`src/rtl/ripple_carry_4bit.sv`:
```
// Registered ripple-carry adder: a + b + cin through a chain of WIDTH
// full-adder cells, with registered sum/cout/ovf/zero flags and out_valid.
//
// Ports:
//   clk, rst_n   rising-edge clock, asynchronous active-low reset
//   a, b         unsigned operands (WIDTH bits)
//   cin          carry into bit 0
//   in_valid     sample a/b/cin on this edge
//   sum, cout    registered {cout, sum} = a + b + cin
//   ovf          registered signed overflow (carry into MSB ^ carry out)
//   zero         registered sum == 0 (cout ignored)
//   out_valid    one-cycle strobe per accepted operation

module full_adder (
  input  logic x,
  input  logic y,
  input  logic ci,
  output logic s,
  output logic co
);

  logic p;

  assign p  = x ^ y;
  assign s  = p ^ ci;
  assign co = (x & y) | (ci & p);

endmodule

module ripple_carry_4bit #(
  parameter int WIDTH = 4
) (
  input  logic             clk,
  input  logic             rst_n,
  input  logic [WIDTH-1:0] a,
  input  logic [WIDTH-1:0] b,
  input  logic             cin,
  input  logic             in_valid,
  output logic [WIDTH-1:0] sum,
  output logic             cout,
  output logic             ovf,
  output logic             zero,
  output logic             out_valid
);

  // c[i] is the carry into stage i; c[WIDTH] is the carry out.
  logic [WIDTH:0]   c;
  logic [WIDTH-1:0] s;
  logic             ovf_n;
  logic             zero_n;

  assign c[0] = cin;

  for (genvar i = 0; i < WIDTH; i++) begin : g_fa
    full_adder u_fa (
      .x  (a[i]),
      .y  (b[i]),
      .ci (c[i]),
      .s  (s[i]),
      .co (c[i+1])
    );
  end

  // Signed overflow: carry into the sign bit disagrees with carry out.
  assign ovf_n  = c[WIDTH-1] ^ c[WIDTH];
  assign zero_n = (s == '0);

  always_ff @(posedge clk or negedge rst_n) begin
    if (!rst_n) begin
      sum       <= '0;
      cout      <= 1'b0;
      ovf       <= 1'b0;
      zero      <= 1'b0;
      out_valid <= 1'b0;
    end else begin
      out_valid <= in_valid;
      if (in_valid) begin
        sum  <= s;
        cout <= c[WIDTH];
        ovf  <= ovf_n;
        zero <= zero_n;
      end
    end
  end

endmodule

```
`config.mk`:
```
export PLATFORM = sky130hd
export DESIGN_NAME = ripple_carry_4bit
export DESIGN_NICKNAME = d
export VERILOG_FILES = /design/src/rtl/ripple_carry_4bit.sv
export SDC_FILE = /design/constraint.sdc
export NUM_CORES = 1
export LEC_CHECK = 0
export ABC_CLOCK_PERIOD_IN_PS = 1000
export BUFFER_PORTS_ARGS = -buffer_cell sky130_fd_sc_hd__buf_2
export CORE_AREA = 2 2 39 41
export DETAILED_ROUTE_END_ITERATION = 8
export DIE_AREA = 0 0 41 43
export PLACE_DENSITY = 0.7
export RECOVER_POWER = 100
export SYNTH_ARGS = -nofsm -noshare
export SYNTH_HDL_FRONTEND = slang
export SYNTH_SLANG_ARGS = --single-unit
```
`constraint.sdc`:
```
create_clock -name clk -period 1 [get_ports clk]
set_input_delay 0.05 -clock clk [delete_from_list [all_inputs] [get_ports clk]]
set_output_delay 0.05 -clock clk [all_outputs]
set_load 0.05 [all_outputs]
```
==> results of run 1 <==
[cell usage after synthesis]
library cell	n
mux2i_1	2
xnor2_1	1
nor4b_2	1
mux2_4	5
inv_1	5
fa_1	4
dfrtp_1	8
buf_6	1
[critical path, cell delays in order]
cell and delay (ns):
buf_6 0.09, fa_2 0.38, fa_2 0.35, fa_2 0.36, inv_2 0.07, fa_1 0.43, nor4b_4 0.14, mux2_4 0.25
[area by class of cell]
type | instances | area share (%)
clock buffers | 3 | 3.74
inverters | 5 | 3.12
repair buffers | 22 | 20.8
flip-flops and latches | 8 | 33.3
well taps | 16 | 3.33
multi-input cells | 13 | 35.8
[worst min-delay path by stage]
stage               startpoint   endpoint  slack, ns  cells after the start
floorplan                rst_n       cout      -0.25                      0
global placement         rst_n     sum[3]      -0.10                      1
detailed placement       rst_n  out_valid       -0.1                      1
CTS                   in_valid  out_valid       0.05                      1
global route          in_valid  out_valid       0.05                      1
finish                in_valid  out_valid       0.05                      1
[where the power goes]
part           total (W)  internal (W)  switching [W]
Clock           0.000239      0.000137       0.000102
Sequential      0.000417      0.000383      0.0000335
Combinational   0.000503      0.000183       0.000320
[registers in the layout, indices dropped and copies added, names as in the netlist]
| signal | cells |
|---|---|
| cout | 1 |
| out_valid | 1 |
| ovf | 1 |
| sum | 4 |
| zero | 1 |
[placed cells by master, fill, tap and decap left out]
master	Yosys	routed
xnor2_1	1	1
mux2i_1	2	2
dlygate4sd3_1	0	1
clkbuf_1	0	1
dfrtp_1	8	8
buf_2	0	9
nor4b_4	0	1
inv_2	0	1
inv_1	5	4
fa_1	4	1
clkbuf_2	0	8
clkbuf_4	0	3
mux2_4	5	5
buf_4	0	2
buf_6	1	1
fa_2	0	3
[layer usage]
layer	vias to the layer above	GRT usage, %	wire length, um
li1	134	-	-
met1	130	12.2	275
met2	15	13.1	354
met3	4	3.14	62
met4	0	12.0	36
met5	-	0	0
[metrics by stage]
stage	hold WS [ns]	util [%]	std cells	setup WS [ns]
finish	0.0507	43.5	67	-0.981
global route	0.0529	43.5	67	-1.02
CTS	0.0479	43.6	67	-0.986
detailed placement	-0.0981	40.1	63	-1.33
global placement	-0.104	40.1	63	-1.31
floorplan	-0.246	-	27	-1.16
[timing repair]
item,CTS,global route
pin swaps,4,0
hold buffers,1,0
gates cloned,0,0
setup buffers,0,0
resized for setup,2,0
hold endpoints to repair,8,0
setup endpoints to repair,6,6
[cell families (layout without fill, tap and decap cells)]
| group | Yosys count | after routing |
|---|---|---|
| simple gates | 1 | 1 |
| buf+inv | 6 | 30 |
| mux | 7 | 7 |
| xor+xnor | 1 | 1 |
| fa+ha+maj | 4 | 4 |
| flops | 8 | 8 |
==> impl_metrics.tcl, run 1 <==
set metrics [dict create \
    cp-endpoint "zero" \
    start_util_pct 31.0 \
    antenna_found_initial 0 \
    power_density_nw_per_um2 1930 \
    nets 69 \
    die_area_um2 1760 \
    syn_to_final_growth_pct 40.2 \
    synth_top_family_by_area "multiplexers" \
    p_leak_nw 0.314 \
    synth_compound_area_share_pct 0 \
    grt-ovfl-total 0 \
    cts_made_buffers 3 \
    path_clk_slew_ns 0.05 \
    avgViaCountPerCell 4.22 \
    via_count 283 \
    detailedRoute.firstPassIterationCount 2 \
    drtIter0Drc 2 \
    power_w 0.00116 \
    path_class "input pin to flip-flop" \
    diodes 0 \
    cts_num_sinks 8 \
    reg2reg_slack_ns 0.24 \
    syn_area_um2 429 \
    setup_viol 6 \
    ctsLongestPathBuffers 2 \
    wl_per_cell_um 10.9 \
    reg2reg_to "ovf" \
    synth.top_cell.area_share_pct 46.6 \
    cts_tree "yes" \
    ioPinCount 20 \
    finalCritPeriodShare_pct 198 \
    required_ns 1.13 \
    drive_gt1_share_pct 64.7 \
    final_antenna_net_count 0 \
    crit_fanout 2 \
    outcome "finished with violations" \
    drv_cap 0 \
    hp-class "input pin to flip-flop" \
    synth_top_area_cell "dfrtp_1" \
    dieHeight_um 43 \
    ys_types 8 \
    skew_ns 0 \
    synth-xor-area-share_pct 2.04 \
    yosysWarnings 0 \
    ff_latch_area_um2 200 \
    synth-simple-area-share_pct 3.50 \
    yosys_register_bits 8 \
    io_buffers 19 \
    hold_viol_final 0 \
    rsz0062_at_grt "yes" \
    tightest_slew_ns 0.407 \
    place_congestion 0.648 \
    n_fill_cell 135 \
    grt_pass1_vias 276 \
    critPathCaptureType "flip-flop" \
    violations "setup timing" \
    synthCells 27 \
    cp-start-kind "input pin" \
    drc 0 \
    ys_top_cells_by_area "dfrtp_1 (47%), fa_1 (19%), mux2_4 (17%)" \
    wirelength_um 728 \
    grt_max_degree 9 \
    htreeDepth 1 \
    worstRegToRegCells 1 \
    rr_startpoint "ovf" \
    rows 14 \
    die-width_um 41 \
    max_slew_margin_pct 72.9 \
    synth_mux_area_share_pct 22.2 \
    tns_ns -3.45 \
    layout_min_cycle_time_ns 1.98 \
    ir_worst_vdd_v 0.000629 \
    slew_violations 0 \
    seq_area_frac_synth_pct 46.6 \
    final_area_um2 602 \
    syn_nets 43 \
    clock_latency_ns 0.25 \
    setup_ws_ns -0.981 \
    dpl_cell_area_um2 556 \
    crit_start "cin" \
    synth_adder_area_share_pct 18.7 \
    multi_input_area_um2 215 \
    grt_pass1_wl_um 1120 \
    fmax_mhz 505 \
    grt_usage_pct 10.4 \
    design.core.area_um2 1380 \
    cp.arrival_ns 2.11 \
    syn_area_per_cell_um2 15.9 \
    clockRootBuffer "clkbuf_4" \
    hpwl_um 591 \
]
Power figures use the tool's default switching activity.
==> run 2: changes to the inputs <==
Settings changed: ABC_CLOCK_PERIOD_IN_PS 1000 to 1880, RECOVER_POWER 100 to 50, SLEW_MARGIN set to 5.
Clock period 1 ns to 1.88 ns, I/O delays scaled along.
==> impl_metrics.tcl, run 2 (synthesis results as in run 1) <==
set metrics [dict create \
    setup_ws_ns -0.152 \
    drtIter0Drc 2 \
    power_w 0.000614 \
    final_antenna_net_count 0 \
    cts_num_sinks 8 \
    wl_per_cell_um 10.5 \
    wirelength_um 704 \
    crit_slowest_cell "fa_1" \
    ir_worst_vdd_v 0.000310 \
    cp_common_cell "fa_2" \
    crit_chain "buf_6 > fa_2 > fa_2 > fa_2 > inv_2 > fa_1 > nor4b_4 > mux2_4" \
    finalCritPeriodShare_pct 108 \
    n_fill_cell 143 \
    grt_max_degree 9 \
    critPathCaptureType "flip-flop" \
    required_ns 2.01 \
    clockRootBuffer "clkbuf_4" \
    crit_fanout 2 \
    ioPinCount 20 \
    rsz0062_at_grt "yes" \
    avgViaCountPerCell 4.03 \
    hold_viol_final 0 \
    p_comb_share_pct 43.6 \
    cts_tree "yes" \
    grt_pass1_wl_um 1040 \
    drc 0 \
    start_util_pct 31.0 \
    final_cell_mix "buf_2 (16), dfrtp_1 (8), mux2_4 (5), inv_1 (4)" \
    p_leak_nw 0.310 \
    die-width_um 41 \
    grt_util_met2_pct 12.5 \
    cp_num_buf_inv 2 \
    cp_top_family "adder cells" \
    nets 69 \
    detailedRoute.firstPassIterationCount 3 \
    top_register "sum" \
    design.core.area_um2 1380 \
    max_slew_margin_pct 60.9 \
    pre_cts_slack_ns -0.495 \
    rows 14 \
    outcome "finished with violations" \
    die_area_um2 1760 \
    syn_to_final_growth_pct 39.9 \
    swShare_pct 39.0 \
    largest_reg_flops 4 \
    slowest_delay_ns 0.44 \
    tightest_slew_ns 0.589 \
    final_common_cell "buf_2" \
    stdcell_count 67 \
    ctsLongestPathBuffers 2 \
    antenna_found_initial 0 \
    cp-start-kind "input pin" \
    p_seq_share_pct 36.0 \
    tns_ns -0.152 \
    power_density_nw_per_um2 1020 \
    diodes 0 \
    layout_min_cycle_time_ns 2.03 \
    grt-ovfl-total 0 \
    skew_ns 0 \
    path_clk_slew_ns 0.05 \
    grt_usage_pct 9.59 \
    use_met1_pct 10.8 \
    htreeDepth 1 \
    fin_util_pct 43.4 \
    slew_violations 0 \
    place_inst 63 \
    drive_gt1_share_pct 62.7 \
    p_int_w 0.000375 \
    setup_viol 1 \
    pwr-share-clk_pct 20.4 \
    switching_power_w 0.000240 \
    hp-class "input pin to flip-flop" \
    grt_busiest_layer "met2" \
    via_count 270 \
    place_congestion 0.685 \
    cts_made_buffers 3 \
    clock_latency_ns 0.24 \
    io_buffers 19 \
    dieHeight_um 43 \
    hpwl_um 589 \
    use_met3_pct 3.66 \
    cp.arrival_ns 2.16 \
    path_class "input pin to flip-flop" \
    reg2reg_slack_ns 1.11 \
    violations "setup timing" \
    fmax_mhz 492 \
    grt_pass1_vias 251 \
    drv_cap 0 \
]
[run 2: final timing paths]
check                      startpoint   endpoint  depth (start not counted)
max                               cin       zero                          8
max reg2reg                    sum[2]     sum[2]                          1
min in group asynchronous       rst_n       zero                          2
max in group asynchronous       rst_n        ovf                          2
min reg2reg                      zero       zero                          1
min                          in_valid  out_valid                          1
[run 2: power groups by stage]
stage          clock, W  sequential, W  combinational (W)
5_1_grt        0.000137       0.000224           0.000283
4_1_cts        0.000130       0.000221           0.000271
6_report       0.000126       0.000221           0.000268
3_5_place_dp          0       0.000224           0.000259
2_1_floorplan         0       0.000334          0.0000817
3_3_place_gp          0       0.000223           0.000256
[run 2: per-layer routing]
metal | wire length (um) | part of all wire, %
met1 | 283 | 40
met2 | 350 | 50
met3 | 57 | 8.1
met4 | 12 | 1.7
met5 | 0 | 0
[run 2: layout make-up]
class	count	area, um^2	area share [%]
timing repair buffer	22	124	20.6
sequential	8	200	33.3
inverter	5	18.8	3.13
tap	16	20.0	3.33
multi-input combinational	13	215	35.8
clock buffer	3	22.5	3.75
[run 2: timing repair]
item	in CTS	in global routing
resized for setup	2	0
setup buffers	0	0
hold buffers	1	0
gates cloned	0	0
setup endpoints to repair	1	1
hold endpoints to repair	8	0
pin swaps	4	0
[run 2: metrics by stage]
stage / hold WS, ns / cell area, um^2
floorplan: -0.202 / 437
global placement: -0.0613 / 556
detailed placement: -0.0594 / 556
CTS: 0.101 / 603
global route: 0.102 / 601
finish: 0.104 / 601
==> run 3: changes to the inputs <==
Settings changed: HOLD_SLACK_MARGIN set to 0.12.
==> impl_metrics.tcl, run 3 (synthesis results as in run 1) <==
set metrics [dict create \
    outcome "finished with violations" \
    violations "setup timing" \
    rsz0062_at_grt "yes" \
    critPathCaptureType "flip-flop" \
    final_cell_mix "buf_2 (16), dfrtp_1 (8), mux2_4 (5), inv_1 (4)" \
    grt_usage_pct 9.59 \
    hpwl_um 589 \
    wirelength_um 704 \
    slowest_delay_ns 0.44 \
    path_class "input pin to flip-flop" \
    clockRootBuffer "clkbuf_4" \
    detailedRoute.firstPassIterationCount 3 \
    drtIter0Drc 2 \
    setup_viol 1 \
    required_ns 2.01 \
    path_clk_slew_ns 0.05 \
    cts_num_sinks 8 \
    cts_tree "yes" \
    dieHeight_um 43 \
    p_leak_nw 0.310 \
    setup_ws_ns -0.152 \
    crit_fanout 2 \
    hp-class "input pin to flip-flop" \
    cts_made_buffers 3 \
    drive_gt1_share_pct 62.7 \
    via_count 270 \
    diodes 0 \
    design.core.area_um2 1380 \
    die-width_um 41 \
    ioPinCount 20 \
    fin_util_pct 43.4 \
    io_buffers 19 \
    cp-start-kind "input pin" \
    clock_latency_ns 0.24 \
    die_area_um2 1760 \
    cts_setup_buffers 0 \
    tightest_slew_ns 0.589 \
    rows 14 \
    fin_hold_ws_ns 0.104 \
    final_antenna_net_count 0 \
    antenna_found_initial 0 \
    postCtsHoldBufs 1 \
    ctsLongestPathBuffers 2 \
    avgViaCountPerCell 4.03 \
    ir_worst_vdd_v 0.000310 \
    cp_num_buf_inv 2 \
    fmax_mhz 492 \
    layout_min_cycle_time_ns 2.03 \
    largest_reg_flops 4 \
    drv_cap 0 \
    grt_max_degree 9 \
    cp_common_cell "fa_2" \
    grt-ovfl-total 0 \
    place_congestion 0.685 \
    cp.arrival_ns 2.16 \
    start_util_pct 31.0 \
    crit_slowest_cell "fa_1" \
    wl_per_cell_um 10.5 \
    grt_pass1_vias 253 \
    top_register "sum" \
    n_fill_cell 143 \
    slew_violations 0 \
    crit_chain "buf_6 > fa_2 > fa_2 > fa_2 > inv_2 > fa_1 > nor4b_4 > mux2_4" \
    finalCritPeriodShare_pct 108 \
    drc 0 \
    final_common_cell "buf_2" \
    skew_ns 0 \
    power_density_nw_per_um2 1020 \
    reg2reg_slack_ns 1.11 \
    grt_pass1_wl_um 1040 \
    syn_to_final_growth_pct 39.9 \
    max_slew_margin_pct 60.9 \
    htreeDepth 1 \
    hold_viol_final 0 \
    nets 69 \
    cp_top_family "adder cells" \
]
## run 3: per-stage QoR
| stage | setup slack (ns) | TNS (ns) | cell area, um^2 | power [W] | std cells |
|---|---|---|---|---|---|
| after detailed placement | -0.495 | -0.859 | 556 | 0.000483 | 63 |
| after CTS | -0.145 | -0.145 | 603 | 0.000622 | 67 |
| final | -0.152 | -0.152 | 601 | 0.000614 | 67 |
| after floorplan | -0.328 | -0.335 | 437 | 0.000415 | 27 |
| after global placement | -0.473 | -0.809 | 556 | 0.000479 | 63 |
| after global routing | -0.212 | -0.212 | 601 | 0.000644 | 67 |
## run 3: per-layer routing
layer | GRT usage, % | share of wire (%) | vias up
li1 | - | - | 134
met1 | 10.8 | 40 | 121
met2 | 12.5 | 50 | 13
met3 | 3.66 | 8.1 | 2
met4 | 10.0 | 1.7 | 0
met5 | 0 | 0 | -
## run 3: area by class of cell
cell class / count / area (um^2) / area share [%]
multi-input cells: 13 / 215 / 35.8
flip-flops and latches: 8 / 200 / 33.3
repair buffers: 22 / 124 / 20.6
clock buffers: 3 / 22.5 / 3.75
well taps: 16 / 20.0 / 3.33
inverters: 5 / 18.8 / 3.13
## run 3: report_power, final
| part | switching (W) | internal, W |
|---|---|---|
| registers | 0.0000172 | 0.000204 |
| logic | 0.000170 | 0.0000982 |
| clock network | 0.0000529 | 0.0000727 |
## run 3: timing repair
| item | in CTS | in global routing |
|---|---|---|
| endpoints found under the hold margin | 9 | 1 |
| endpoints found under the setup margin | 1 | 1 |
| resized for setup | 2 | 0 |
| pin swaps | 4 | 0 |
## run 3: path summary, 6_finish.rpt
kind,from,end,cells past startpoint
worst max register to register,sum[2],sum[2],1
worst min-delay path,in_valid,out_valid,1
worst min register to register,zero,zero,1
max in group asynchronous,rst_n,ovf,2
min in group asynchronous,rst_n,zero,2
worst max-delay path,cin,zero,8
